--- config.mk ---
export PLATFORM = sky130hd
export DESIGN_NAME = inst_loader
export DESIGN_NICKNAME = d
export VERILOG_FILES = /design/src/rtl/inst_loader_pkg.sv /design/src/rtl/inst_loader.sv
export SDC_FILE = /design/constraint.sdc
export NUM_CORES = 1
export LEC_CHECK = 0
export CAP_MARGIN = 0
export CELL_PAD_IN_SITES_DETAIL_PLACEMENT = 1
export CELL_PAD_IN_SITES_GLOBAL_PLACEMENT = 1
export CORE_ASPECT_RATIO = 1.2
export CORE_MARGIN = 2
export CORE_UTILIZATION = 38
export CTS_BUF_LIST = sky130_fd_sc_hd__clkbuf_16
export CTS_CLUSTER_SIZE = 8
export DETAILED_ROUTE_END_ITERATION = 12
export PLACE_DENSITY = 0.77
export RECOVER_POWER = 100
export SETUP_SLACK_MARGIN = 0.1
export SLEW_MARGIN = 20
export SYNTH_ARGS = -nofsm -noshare
export SYNTH_HDL_FRONTEND = slang
export SYNTH_SLANG_ARGS = --single-unit
--- constraint.sdc ---
create_clock -name Clk -period 3 [get_ports Clk]
set_input_delay 0.6 -clock Clk [delete_from_list [all_inputs] [get_ports Clk]]
set_output_delay 0.6 -clock Clk [all_outputs]
set_load 0.01 [all_outputs]
--- src/rtl/inst_loader_pkg.sv ---
// Shared types and constants for the instruction image loader.
package inst_loader_pkg;

  typedef enum logic [2:0] {
    IDLE,
    LEN,
    LO,
    HI,
    WR,
    CSUM,
    DONE,
    ERR
  } loader_state_t;

  // Byte that opens every program image frame.
  localparam logic [7:0] START_BYTE = 8'hA5;

  // Non-payload bytes per frame: START, N and the checksum.
  localparam int FRAME_OVERHEAD = 3;

endpackage

--- src/rtl/inst_loader.sv ---
// Byte-stream program loader. It takes a framed image of the form
// START, N, N x {LO, HI}, C and writes each instruction into a writable
// instruction memory. The CPU stays held until an image has been written and
// its checksum has verified.
module inst_loader
  import inst_loader_pkg::*;
#(
  parameter int         A     = 8,
  parameter int         W     = 9,
  parameter logic [7:0] START = START_BYTE
) (
  input  logic         Clk,
  input  logic         Reset_n,
  input  logic [7:0]   in_data,
  input  logic         in_valid,
  output logic         in_ready,
  output logic         mem_we,
  output logic [A-1:0] mem_addr,
  output logic [W-1:0] mem_wdata,
  output logic         cpu_hold,
  output logic         done,
  output logic         error,
  output logic [A:0]   words_loaded
);

  localparam int unsigned DEPTH = 2**A;

  loader_state_t state_q, state_d;
  logic [7:0]    n_q;      // instruction count of the current frame
  logic [7:0]    lo_q;     // low byte waiting for its HI partner
  logic [7:0]    sum_q;    // running checksum, mod 256
  logic          ready_d;

  logic          acc;
  logic [7:0]    sum_next;
  logic [15:0]   hi_ext;
  logic          hi_bad;
  logic          len_bad;
  logic          last_word;

  assign acc      = in_valid && in_ready;
  assign sum_next = sum_q + in_data;

  // HI bits at or above position W-8 must be zero. A logical right shift
  // exposes exactly those bits, and it also covers W=16 where none exist.
  assign hi_ext   = {8'h00, in_data} >> (W - 8);
  assign hi_bad   = |hi_ext;

  // An image longer than the memory is rejected before any write happens.
  assign len_bad  = 32'(in_data) > DEPTH;

  // The word being written in WR is the final one of the frame.
  assign last_word = (32'(words_loaded) + 32'd1) == 32'(n_q);

  // State register; in_ready is a flop so it is low while reset is applied.
  always_ff @(posedge Clk or negedge Reset_n) begin
    if (!Reset_n) begin
      state_q  <= IDLE;
      in_ready <= 1'b0;
    end else begin
      state_q  <= state_d;
      in_ready <= ready_d;
    end
  end

  // Next-state logic; input is accepted in every state except WR.
  always_comb begin
    state_d = state_q;
    unique case (state_q)
      IDLE, DONE, ERR: if (acc && in_data == START) state_d = LEN;
      LEN: if (acc) begin
        if (in_data == 8'h00) state_d = CSUM;
        else if (len_bad)     state_d = ERR;
        else                  state_d = LO;
      end
      LO:   if (acc) state_d = HI;
      HI:   if (acc) state_d = hi_bad ? ERR : WR;
      WR:   state_d = last_word ? CSUM : LO;
      CSUM: if (acc) state_d = (sum_next == 8'h00) ? DONE : ERR;
      default: state_d = IDLE;
    endcase
    ready_d = (state_d != WR);
  end

  // Status and write strobe decode straight from the state.
  always_comb begin
    mem_we   = (state_q == WR);
    done     = (state_q == DONE);
    error    = (state_q == ERR);
    cpu_hold = (state_q != DONE);
  end

  // Datapath: the count, checksum, pending LO byte, write port and word counter.
  always_ff @(posedge Clk or negedge Reset_n) begin
    if (!Reset_n) begin
      n_q          <= '0;
      lo_q         <= '0;
      sum_q        <= '0;
      mem_addr     <= '0;
      mem_wdata    <= '0;
      words_loaded <= '0;
    end else begin
      unique case (state_q)
        LEN: if (acc) begin
          n_q          <= in_data;
          sum_q        <= in_data;
          words_loaded <= '0;
          mem_addr     <= '0;
        end
        LO: if (acc) begin
          lo_q  <= in_data;
          sum_q <= sum_next;
        end
        // mem_addr already points at the next free word (cleared in LEN,
        // advanced in WR), so only the data needs capturing here.
        HI: if (acc && !hi_bad) begin
          mem_wdata <= W'({in_data, lo_q});
          sum_q     <= sum_next;
        end
        WR: begin
          mem_addr     <= mem_addr + 1'b1;
          words_loaded <= words_loaded + 1'b1;
        end
        CSUM: if (acc) sum_q <= sum_next;
        default: ;
      endcase
    end
  end

endmodule

==> results.tsv <==
stage	metric	value	unit
global_route	gr-total-overflow	0	
clock_network	clk_transition_reported_paths	80	ps
synthesis	synth_top_area_frac	0.4369	
clock_network	cts.sinks	54	
synthesis	synth_common_cells	dfrtp_1 (54), nand2_1 (47), o21ai_0 (26)	
synthesis	yosys_register_bits	54	
critical_path	worstReg2RegStart	sum_q[0]	
synthesis	synthMuxAreaShare	0.1088	
synthesis	synth_adder_area_share	0.04288	
critical_path	cp-start-kind	flip-flop	
synthesis	syn-cell-area	0.003093	sq mm
placed_design	io_buffers	41	
placed_design	place_area	0.003895	sq mm
sta	hold_viol	0	
synthesis	synth-seq-area-share	0.4369	
floorplan	num_rows	36	
final_layout	drive_gt1_frac	0.2129	
detailed_routing	vias_per_cell	5.657	
power	p_seq_frac	0.335	
final_layout	fin_util	0.5161	
final_layout	fin_cells	499	
floorplan	die_h	102.8	microns
critical_path	regToRegSetupSlack	-50	ps
floorplan	die-area	0.008880	sq mm
synthesis	synth_compound_area_frac	0.1355	
global_route	grt_max_degree	27	
synthesis	synth.area.top_cells	dfrtp_1 (44%), nand2_1 (5.7%), mux2_4 (4.4%)	
floorplan	core	0.008018	sq mm
run_status	violations	negative setup slack	
final_layout	final_area	0.004138	sq mm
synthesis	synth-async-reset-ratio	1.000	
synthesis	avgSynthCellArea	9.517	sq um
clock_network	cts_buffers	5	
sta	rsz0062_at_grt	true	
synthesis	syn_nets	346	
sta	skew	7.070	ps
placed_design	dp.cells	487	
synthesis	synthXorXnorAreaFrac	0.03115	
detailed_routing	dr.max_layer_used	met4	
final_layout	syn_to_final_growth	33.78	%
sta	drv_slew	0	
power	power.switching	1.215	mW
power	p_clk_frac	0.206	
power	switching_share	0.3636	
sta	fin_crit_sh	1.016	
detailed_routing	postRouteAntennaNets	0	
critical_path	crit_arrival	3230	ps
global_route	grt_pass1_wl	14900	microns
power	p_per_area	807.5	mW/mm^2
critical_path	startpoint	sum_q[0]	
detailed_routing	firstDrtPassIters	4	
detailed_routing	met2WireLength	4744	microns
synthesis	synthSimpleGateAreaFrac	0.2156	
detailed_routing	drtIter0Drc	110	
run_status	status	finished, violations left	
synthesis	synth_top_family_by_area	simple AND/OR/NAND/NOR gates	
floorplan	io_pins	42	
floorplan	initial_core_util	0.3858	
global_route	grt_pass1_vias	3001	
critical_path	regToRegEndpoint	mem_wdata[1]	
clock_network	clock_path_buffers	2	
synthesis	syn_inst	325	
sta	max_slew_margin	0.04987	
sta	setup_viol_count_final	9	
detailed_routing	wl_met1	3795	microns
power	power.internal	2.126	mW
detailed_routing	wl_per_cell	18.08	microns
clock_network	cts_tree	built	
critical_path	r2r_cells	10	
power	vdd_drop_max	522.7	uV
placed_design	gp_congestion	0.8345	
critical_path	crit_type	flip-flop to flip-flop	
clock_network	cts-htree-levels	2	
clock_network	worstSkewPairLatency	300	ps
synthesis	synth_most_common_cell	dfrtp_1	
critical_path	crit_path_end_kind	flip-flop	
final_layout	n_antenna_cell	0	
sta	min_period	3049	ps
critical_path	crit_path_end	mem_wdata[1]	
final_layout	final_nets	424	
synthesis	ys_types	50	
worst_hold_path	holdCritPathClass	flip-flop to flip-flop	
sta	setup_tns	-377.9	ps
power	p_leak	1.943	nW
sta	fmax	328.0	MHz
sta	finalWorstSetupSlack	-49.00	ps
critical_path	critPathMaxFanout	5	
detailed_routing	wl	9024	microns
clock_network	cts-root-buf	clkbuf_16	
synthesis	ys.flop_type	dfrtp_1	
synthesis	yosys.area.top_type	dfrtp_1	
sta	worst_slew_pin_slew	1425	ps
detailed_routing	wl_met3	195	microns
synthesis	synth_edf_count	0	
global_route	antenna_found_initial	0	
placed_design	hpwl	6643	microns
critical_path	crit_required	3180	ps
run	cap_violations	0	
detailed_routing	via_count	2823	
floorplan	die_w	86.36	microns
power	p_comb_frac	0.459	
detailed_routing	drc	0	
synthesis	yosysWarnings	0	
global_route	grt.total_usage	0.2138	
-- cells by family after synthesis --
group,after synthesis
xor+xnor,11
compound gates,69
fa+ha+maj,10
mux,28
simple gates,131
buf+inv,22
flops,54
-- metrics by stage --
step	power [mW]	setup slack [ps]	hold slack (ps)
2_1_floorplan	1.903	-70.72	304.4
4_1_cts	3.341	-89.98	326.8
5_1_grt	3.552	-132.7	513.1
3_5_place_dp	2.568	-811.3	489.5
6_report	3.341	-49.00	493.7
3_3_place_gp	2.477	-731.1	463.3
-- how the worst min path moves through the flow --
stage	start	to	depth (start not counted)
after floorplan	Reset_n	in_ready	0
final	mem_addr[7]	mem_addr[7]	1
after global placement	mem_addr[7]	mem_addr[7]	1
after detailed placement	mem_addr[7]	mem_addr[7]	1
after CTS	Reset_n	n_q[3]	1
after global routing	mem_addr[7]	mem_addr[7]	1
-- power by group through the flow --
stage | Sequential, mW | Combinational [mW] | Clock (mW)
floorplan | 1.06 | 0.847 | 0
global placement | 1.10 | 1.38 | 0
detailed placement | 1.12 | 1.45 | 0
CTS | 1.12 | 1.53 | 0.698
global route | 1.15 | 1.67 | 0.729
finish | 1.12 | 1.53 | 0.689
-- layout by cell type (no fill, tap or decap), types with 3 or more instances in the layout --
cell type,synthesis,layout
xnor2_1,6,6
nand2_1,47,47
a21o_1,3,3
nor2_1,21,21
nor3_1,7,6
a31oi_1,5,5
nand4_1,5,5
mux2_2,9,9
nand3_1,11,11
mux2_4,9,9
o21ai_1,2,3
and3_1,4,4
nor3b_1,3,3
buf_6,1,4
a21oi_1,15,14
mux2i_1,10,10
dlygate4sd2_1,0,3
buf_4,0,34
ha_4,0,4
xor2_1,5,5
dlygate4sd3_1,0,33
buf_2,0,3
or3_1,3,3
or4_4,1,3
inv_1,9,9
ha_1,9,5
dfrtp_1,54,54
o21ai_0,26,25
clkbuf_1,12,6
nand2b_1,8,8
clkbuf_16,0,5
and4_1,5,5
-- worst max-delay path, cell delays in order, from the launching register on --
cell      delay (ps)
dfrtp_1          410
ha_4             180
fa_2             430
a211oi_2         250
nor3_1            80
or3b_1           390
nor2_1           100
a31oi_1          120
or4_4            520
buf_6            160
mux2_4           290
-- area by class of cell --
class | count | area, sq um
sequential | 54 | 1351
clock buffer | 5 | 125.1
timing repair buffer | 84 | 699.4
tap | 95 | 118.9
multi-input combinational | 249 | 1762
fill | 921 | 3880
inverter | 9 | 33.78
clock inverter | 3 | 47.55
-- registers in the layout, indices dropped and copies added (netlist names) --
register / count
state_q: 3
mem_wdata: 9
mem_addr: 8
lo_q: 8
in_ready: 1
sum_q: 8
words_loaded: 9
n_q: 8
-- repair_timing --
action	in CTS	in global routing
endpoints found under the setup margin	12	9
hold buffers	0	0
pin swaps	14	4
cloned	1	0
gates resized for setup	33	5
buffers inserted	2	1
-- metal layers --
layer,track usage,vias up
met1,0.2543,1411
met5,0,-
met4,0.07692,0
li1,-,1330
met2,0.3929,54
met3,0.02882,28
No activity file was read; power rests on OpenSTA's default activity.
